<file path="config.mk">
export PLATFORM = sky130hd
export DESIGN_NAME = irq_ctrl
export DESIGN_NICKNAME = d
export VERILOG_FILES = /design/src/rtl/irq_ctrl_pkg.sv /design/src/rtl/irq_prio_enc.sv /design/src/rtl/irq_ctrl.sv
export SDC_FILE = /design/constraint.sdc
export NUM_CORES = 1
export LEC_CHECK = 0
export ABC_AREA = 1
export CAP_MARGIN = 30
export CORE_MARGIN = 4
export CORE_UTILIZATION = 44
export CTS_BUF_LIST = sky130_fd_sc_hd__clkbuf_16
export CTS_CLUSTER_SIZE = 30
export DETAILED_ROUTE_END_ITERATION = 8
export GPL_TIMING_DRIVEN = 0
export HOLD_SLACK_MARGIN = 0.02
export PLACE_DENSITY_LB_ADDON = 0.08
export SYNTH_ARGS = -nofsm -noshare
export SYNTH_HDL_FRONTEND = slang
export SYNTH_SLANG_ARGS = --single-unit
</file>
<file path="constraint.sdc">
create_clock -name CLK_I -period 2.8 [get_ports CLK_I]
set_input_delay 0.56 -clock CLK_I [delete_from_list [all_inputs] [get_ports CLK_I]]
set_output_delay 0.56 -clock CLK_I [all_outputs]
set_load 0.01 [all_outputs]
</file>
<file path="src/rtl/irq_ctrl_pkg.sv">
// Shared register map and field positions for the interrupt controller.
package irq_ctrl_pkg;

    typedef enum logic [1:0] {
        REG_CTRL  = 2'd0,
        REG_PEND  = 2'd1,
        REG_CLAIM = 2'd2,
        REG_EOI   = 2'd3
    } reg_addr_e;

    localparam int unsigned MASK_LSB  = 0;
    localparam int unsigned EDGE_LSB  = 8;
    localparam int unsigned GIE_BIT   = 16;
    localparam int unsigned VALID_BIT = 31;
    localparam int unsigned ID_W      = 3;
    localparam int unsigned MAX_IRQ   = 8;

endpackage

</file>
<file path="src/rtl/irq_prio_enc.sv">
// Find-lowest-set over eight request bits; bit 0 wins.
module irq_prio_enc (
    input  logic [7:0] req,
    output logic [2:0] idx,
    output logic       any
);

    always_comb begin
        idx = '0;
        any = 1'b0;
        for (int unsigned i = 0; i < 8; i++) begin
            if (req[i] && !any) begin
                idx = 3'(i);
                any = 1'b1;
            end
        end
    end

endmodule

</file>
<file path="src/rtl/irq_ctrl.sv">
// Level/edge interrupt controller with mask, GIE, claim/EOI nesting and
// a registered interrupt request towards CP0.
module irq_ctrl
    import irq_ctrl_pkg::*;
#(
    parameter int unsigned NUM_IRQ = 6
) (
    input  logic               CLK_I,
    input  logic               RST_I,
    input  logic [3:2]         ADDR_I,
    input  logic               WE_I,
    input  logic [31:0]        DAT_I,
    output logic [31:0]        DAT_O,
    input  logic [NUM_IRQ-1:0] IRQ_I,
    output logic               INT_O
);

    localparam logic [MAX_IRQ-1:0] IMPL = MAX_IRQ'((9'd1 << NUM_IRQ) - 9'd1);

    reg_addr_e          addr;
    logic [MAX_IRQ-1:0] irq_q, irq_d, pend, isr, mask_r, edge_r;
    logic               gie_r, int_q;
    logic [MAX_IRQ-1:0] evt, clr, claim_oh, isr_clr, below_top, cand_req;
    logic [ID_W-1:0]    top_idx, cand_id;
    logic               top_any, cand_valid;
    logic               wr_ctrl, wr_pend, wr_claim, wr_eoi;
    logic               unused_dat;

    assign addr       = reg_addr_e'(ADDR_I);
    assign unused_dat = ^DAT_I[31:17];

    irq_prio_enc u_top (
        .req (isr),
        .idx (top_idx),
        .any (top_any)
    );

    // Only lines strictly above the highest-priority in-service line may compete.
    assign below_top = top_any ? ((8'd1 << top_idx) - 8'd1) : '1;
    assign cand_req  = pend & mask_r & {MAX_IRQ{gie_r}} & below_top;

    irq_prio_enc u_cand (
        .req (cand_req),
        .idx (cand_id),
        .any (cand_valid)
    );

    always_comb begin
        wr_ctrl  = WE_I && (addr == REG_CTRL);
        wr_pend  = WE_I && (addr == REG_PEND);
        wr_claim = WE_I && (addr == REG_CLAIM);
        wr_eoi   = WE_I && (addr == REG_EOI);
        evt      = irq_q & ~irq_d;
        claim_oh = (wr_claim && cand_valid) ? (8'd1 << cand_id) : '0;
        clr      = (wr_pend ? DAT_I[7:0] : '0) | claim_oh;
        isr_clr  = wr_eoi ? (8'd1 << DAT_I[ID_W-1:0]) : '0;
    end

    always_ff @(posedge CLK_I) begin
        if (RST_I) begin
            irq_q  <= '0;
            irq_d  <= '0;
            pend   <= '0;
            isr    <= '0;
            mask_r <= '0;
            edge_r <= '0;
            gie_r  <= 1'b0;
            int_q  <= 1'b0;
        end else begin
            irq_q <= MAX_IRQ'(IRQ_I) & IMPL;
            irq_d <= irq_q;
            // Edge bits: event ORed in after the clear, so a same-edge event wins.
            pend  <= ((edge_r & ((pend & ~clr) | evt)) | (~edge_r & irq_q)) & IMPL;
            isr   <= ((isr | claim_oh) & ~isr_clr) & IMPL;
            if (wr_ctrl) begin
                mask_r <= DAT_I[MASK_LSB +: MAX_IRQ] & IMPL;
                edge_r <= DAT_I[EDGE_LSB +: MAX_IRQ] & IMPL;
                gie_r  <= DAT_I[GIE_BIT];
            end
            int_q <= cand_valid;
        end
    end

    assign INT_O = int_q;

    always_comb begin
        DAT_O = '0;
        case (addr)
            REG_CTRL: begin
                DAT_O[MASK_LSB +: MAX_IRQ] = mask_r;
                DAT_O[EDGE_LSB +: MAX_IRQ] = edge_r;
                DAT_O[GIE_BIT]             = gie_r;
            end
            REG_PEND:  DAT_O[MAX_IRQ-1:0] = pend;
            REG_CLAIM: begin
                if (cand_valid) begin
                    DAT_O[VALID_BIT] = 1'b1;
                    DAT_O[ID_W-1:0]  = cand_id;
                end
            end
            default: ;
        endcase
    end

endmodule

</file>
==> flow_metrics.py, run 1 <==
metrics = {
    "placement": {
        "io_buffers": 37,
        "dp.cells": 387,
        "dpl_cell_area_mm2": 0.00253,
        "dp_hpwl_mm": 3.80,
        "gp_congestion": 0.879,
    },
    "sta": {
        "clock_skew_ns": 0.00329,
        "fin_crit_sh_pct": 99.5,
        "fin_crit_ns": 2.78,
        "finalSetupViolCount": 0,
        "rsz0062_at_grt": "true",
        "fmax_mhz": 359,
        "hold_violations": 0,
        "final_max_slew_viol_count": 0,
        "slew_headroom_pct": 65.6,
        "tightestPinTransition_ns": 0.516,
    },
    "critical_path": {
        "setup.worst_path.class": "register to output port",
        "reg2reg_depth": 14,
        "path_max_fanout": 3,
        "worstReg2RegEnd": "isr[0]",
        "crit_family": "compound AO/OA/AOI/OAI gates",
        "cp-end-kind": "output port",
        "worst_path_max_delay_cell": "dfxtp_2",
        "worstSetupStartpoint": "isr[5]",
        "crit_chain": "inv_2 > a311oi_2 > o21bai_1 > ha_2 > nand3b_1 > nand3_2 > nand2_4 > nand2_4 > nor2_4 > o211ai_1 > o211ai_1 > buf_2",
        "critPathBufInv": 2,
        "cp.arrival_ns": 2.22,
        "crit_required_ns": 2.24,
        "cp-start-kind": "register",
        "slowest_delay_ns": 0.32,
        "r2r_slack_ns": 0.72,
        "reg2reg_from": "isr[2]",
    },
    "synth": {
        "synth-compound-area-share_pct": 13.8,
        "synth_top_family_by_area": "simple AND/OR/NAND/NOR gates",
        "synthSimpleGateAreaFrac_pct": 30.1,
        "synth_area_mm2": 0.00203,
        "synth_edf_count": 0,
        "synthXorXnorAreaFrac_pct": 0,
        "synth.area.mux_share_pct": 0,
        "yosysUniqueCellTypes": 36,
        "ys_ff_latch": 38,
        "seq_area_frac_synth_pct": 37.5,
        "ys_warn_count": 0,
        "ys.flop_type": "dfxtp_1",
        "synthArstFlopShare_pct": 0,
        "avgSynthCellArea_um2": 7.21,
        "netlist_instances": 281,
        "synthAdderAreaFrac_pct": 0.617,
    },
    "drt": {
        "routed_wirelength_mm": 4.92,
        "final_antenna_net_count": 0,
        "first_iter_violations": 90,
        "drt_pass1_iterations": 4,
        "drc": 0,
        "viasPerCell": 4.73,
        "vias": 1890,
        "post_drt_wl_per_cell_um": 12.3,
    },
    "finish": {
        "drive_above_1_share_pct": 20.7,
        "area_growth_pct": 34.8,
        "final_cells": 400,
        "design_area_mm2": 0.00273,
        "antenna_cells": 0,
        "final_nets": 391,
    },
    "floorplanning": {
        "placementRows": 24,
        "die_w_um": 75.9,
        "start_util_pct": 45.9,
        "ios": 76,
        "dieArea_mm2": 0.00576,
        "die_h_um": 75.9,
        "core_mm2": 0.00441,
    },
    "flow_run": {
        "drv_cap": 0,
    },
    "clocking": {
        "ctsHtreeMaxLevel": 2,
        "clk_pin_slew_worst_paths_ns": 0.06,
        "clock-root-buffer": "clkbuf_16",
        "cts_made_buffers": 5,
        "tritoncts": "built",
        "clock_latency_ns": 0.28,
        "clock_sinks": 38,
        "clockBufferDepth": 2,
    },
    "power_and_ir_drop": {
        "powerDensity_mw_per_mm2": 460,
        "power_mw": 1.26,
        "peakVddDrop_mv": 0.365,
        "leakagePower_nw": 1.26,
    },
    "hold_path": {
        "hold_path.startpoint": "irq_q[2]",
        "hold_path_class": "register to register",
        "min_to": "irq_d[2]",
        "hold_path_depth": 2,
    },
    "grt": {
        "gr-usage-all-layers_pct": 18.6,
        "grt_pass1_wl_mm": 7.85,
        "overflow": 0,
        "grt_max_degree": 13,
        "antenna_found_initial": 0,
        "first_global_vias": 1674,
    },
    "run_status": {
        "outcome": "finished, final reports clean",
    },
}
[per-stage QoR]
step	setup TNS, ns	utilization, %	hold slack (ns)	worst slack (ns)
2_1_floorplan	0	-	0.400	0.520
3_3_place_gp	-0.489	57.2	0.405	-0.166
3_5_place_dp	-0.580	57.2	0.411	-0.152
4_1_cts	-0.0240	61.5	0.420	-0.0240
5_1_grt	-0.240	61.9	0.436	-0.121
6_report	0	61.9	0.416	0.0153
[sequential cells by signal, summed over array words and instances (netlist names)]
register,flops
irq_d,6
pend,6
isr,6
edge_r,6
gie_r,1
INT_O,1
irq_q,6
mask_r,6
[where the power goes]
part           switching, mW  total, mW  internal [mW]
Sequential            0.0117      0.573          0.561
Combinational         0.0790      0.150         0.0707
Clock                  0.209      0.533          0.324
Total                  0.299       1.26          0.956
[per-layer routing]
metal / part of all wire [%] / global-route usage, % / vias up
met5: 0 / 0 / -
met4: 2.1 / 7.77 / 0
met3: 8.0 / 4.88 / 8
met2: 46 / 28.5 / 66
met1: 44 / 24.6 / 825
li1: - / - / 991
[layout make-up]
type / count / area, um^2
Timing Repair Buffer: 42 / 390
Multi-Input combinational cell: 182 / 1000
Inverter: 55 / 206
Clock buffer: 5 / 125
Buffer: 23 / 154
Tap cell: 52 / 65.1
Sequential cell: 38 / 771
Fill cell: 431 / 1680
Clock inverter: 3 / 16.3
[cell usage after synthesis, types with 3 or more instances]
cell,count,area [um^2]
nand2_2,3,18.8
nand3_2,4,40.0
a21oi_1,16,80.1
nor2_1,34,128
inv_2,6,22.5
inv_1,48,180
nor2_4,4,45.0
nor3_1,5,25.0
o21ai_0,14,70.1
nand4_1,7,43.8
clkbuf_1,4,15.0
dfxtp_1,38,761
buf_4,18,135
nand3_1,9,45.0
nand2_1,39,146
o41ai_1,5,43.8
nand2_4,3,33.8
nor2_2,3,18.8
[worst register-to-register path, delay by kind of cell, from the launching register on]
family | cells | cell delay (ns)
and+or+nand+nor | 10 | 1.09
buffers and inverters | 1 | 0.13
DFF | 1 | 0.35
adders and majority gates | 1 | 0.18
AOI/OAI and AO/OA | 2 | 0.28
[cell families after synthesis]
logic type,Yosys count
AOI/OAI and AO/OA,46
adders and majority gates,1
buffers and inverters,78
DFF,38
other,1
and+or+nand+nor,117
[layout by cell type (no fill, tap or decap), types with 3 or more instances in the layout]
cell type,instances
inv_2,8
nand2_1,37
o41ai_1,5
clkbuf_1,4
conb_1,18
a21oi_1,16
nand2_4,3
buf_2,3
o21ai_0,13
nor2_4,6
clkdlybuf4s50_1,32
nand2_2,5
clkbuf_16,5
inv_1,46
nor3_1,5
nand3_2,3
buf_4,23
nor2_1,33
nand4_1,7
nand3_1,9
dfxtp_1,34
[worst max path at each step]
stage                     endpoint  slack [ns]  cells after the start
after global routing      DAT_O[2]       -0.12                     12
final                     DAT_O[2]        0.02                     12
after detailed placement  DAT_O[2]       -0.15                      6
after global placement    DAT_O[2]       -0.17                      6
after floorplan           DAT_O[0]        0.52                     13
after CTS                 DAT_O[2]       -0.02                     12
[repair_timing]
| item | 4_1_cts | 5_1_grt |
|---|---|---|
| setup endpoints to repair | 5 | 12 |
| gates resized for setup | 22 | 11 |
| setup buffers | 5 | 0 |
| pin swaps | 8 | 4 |
| gates cloned | 0 | 0 |
| hold buffers | 0 | 0 |
No activity file was read; power rests on OpenSTA's default activity.
==> run 2: changes to the inputs <==
--- a/config.mk
+++ b/config.mk
@@ -6,7 +6,7 @@
 export NUM_CORES = 1
 export LEC_CHECK = 0
 export ABC_AREA = 1
-export CAP_MARGIN = 30
+export CAP_MARGIN = 20
 export CORE_MARGIN = 4
 export CORE_UTILIZATION = 44
 export CTS_BUF_LIST = sky130_fd_sc_hd__clkbuf_16
==> results of run 2 <==
No change in the layout: final DEF, timing and power equal those of run 1.
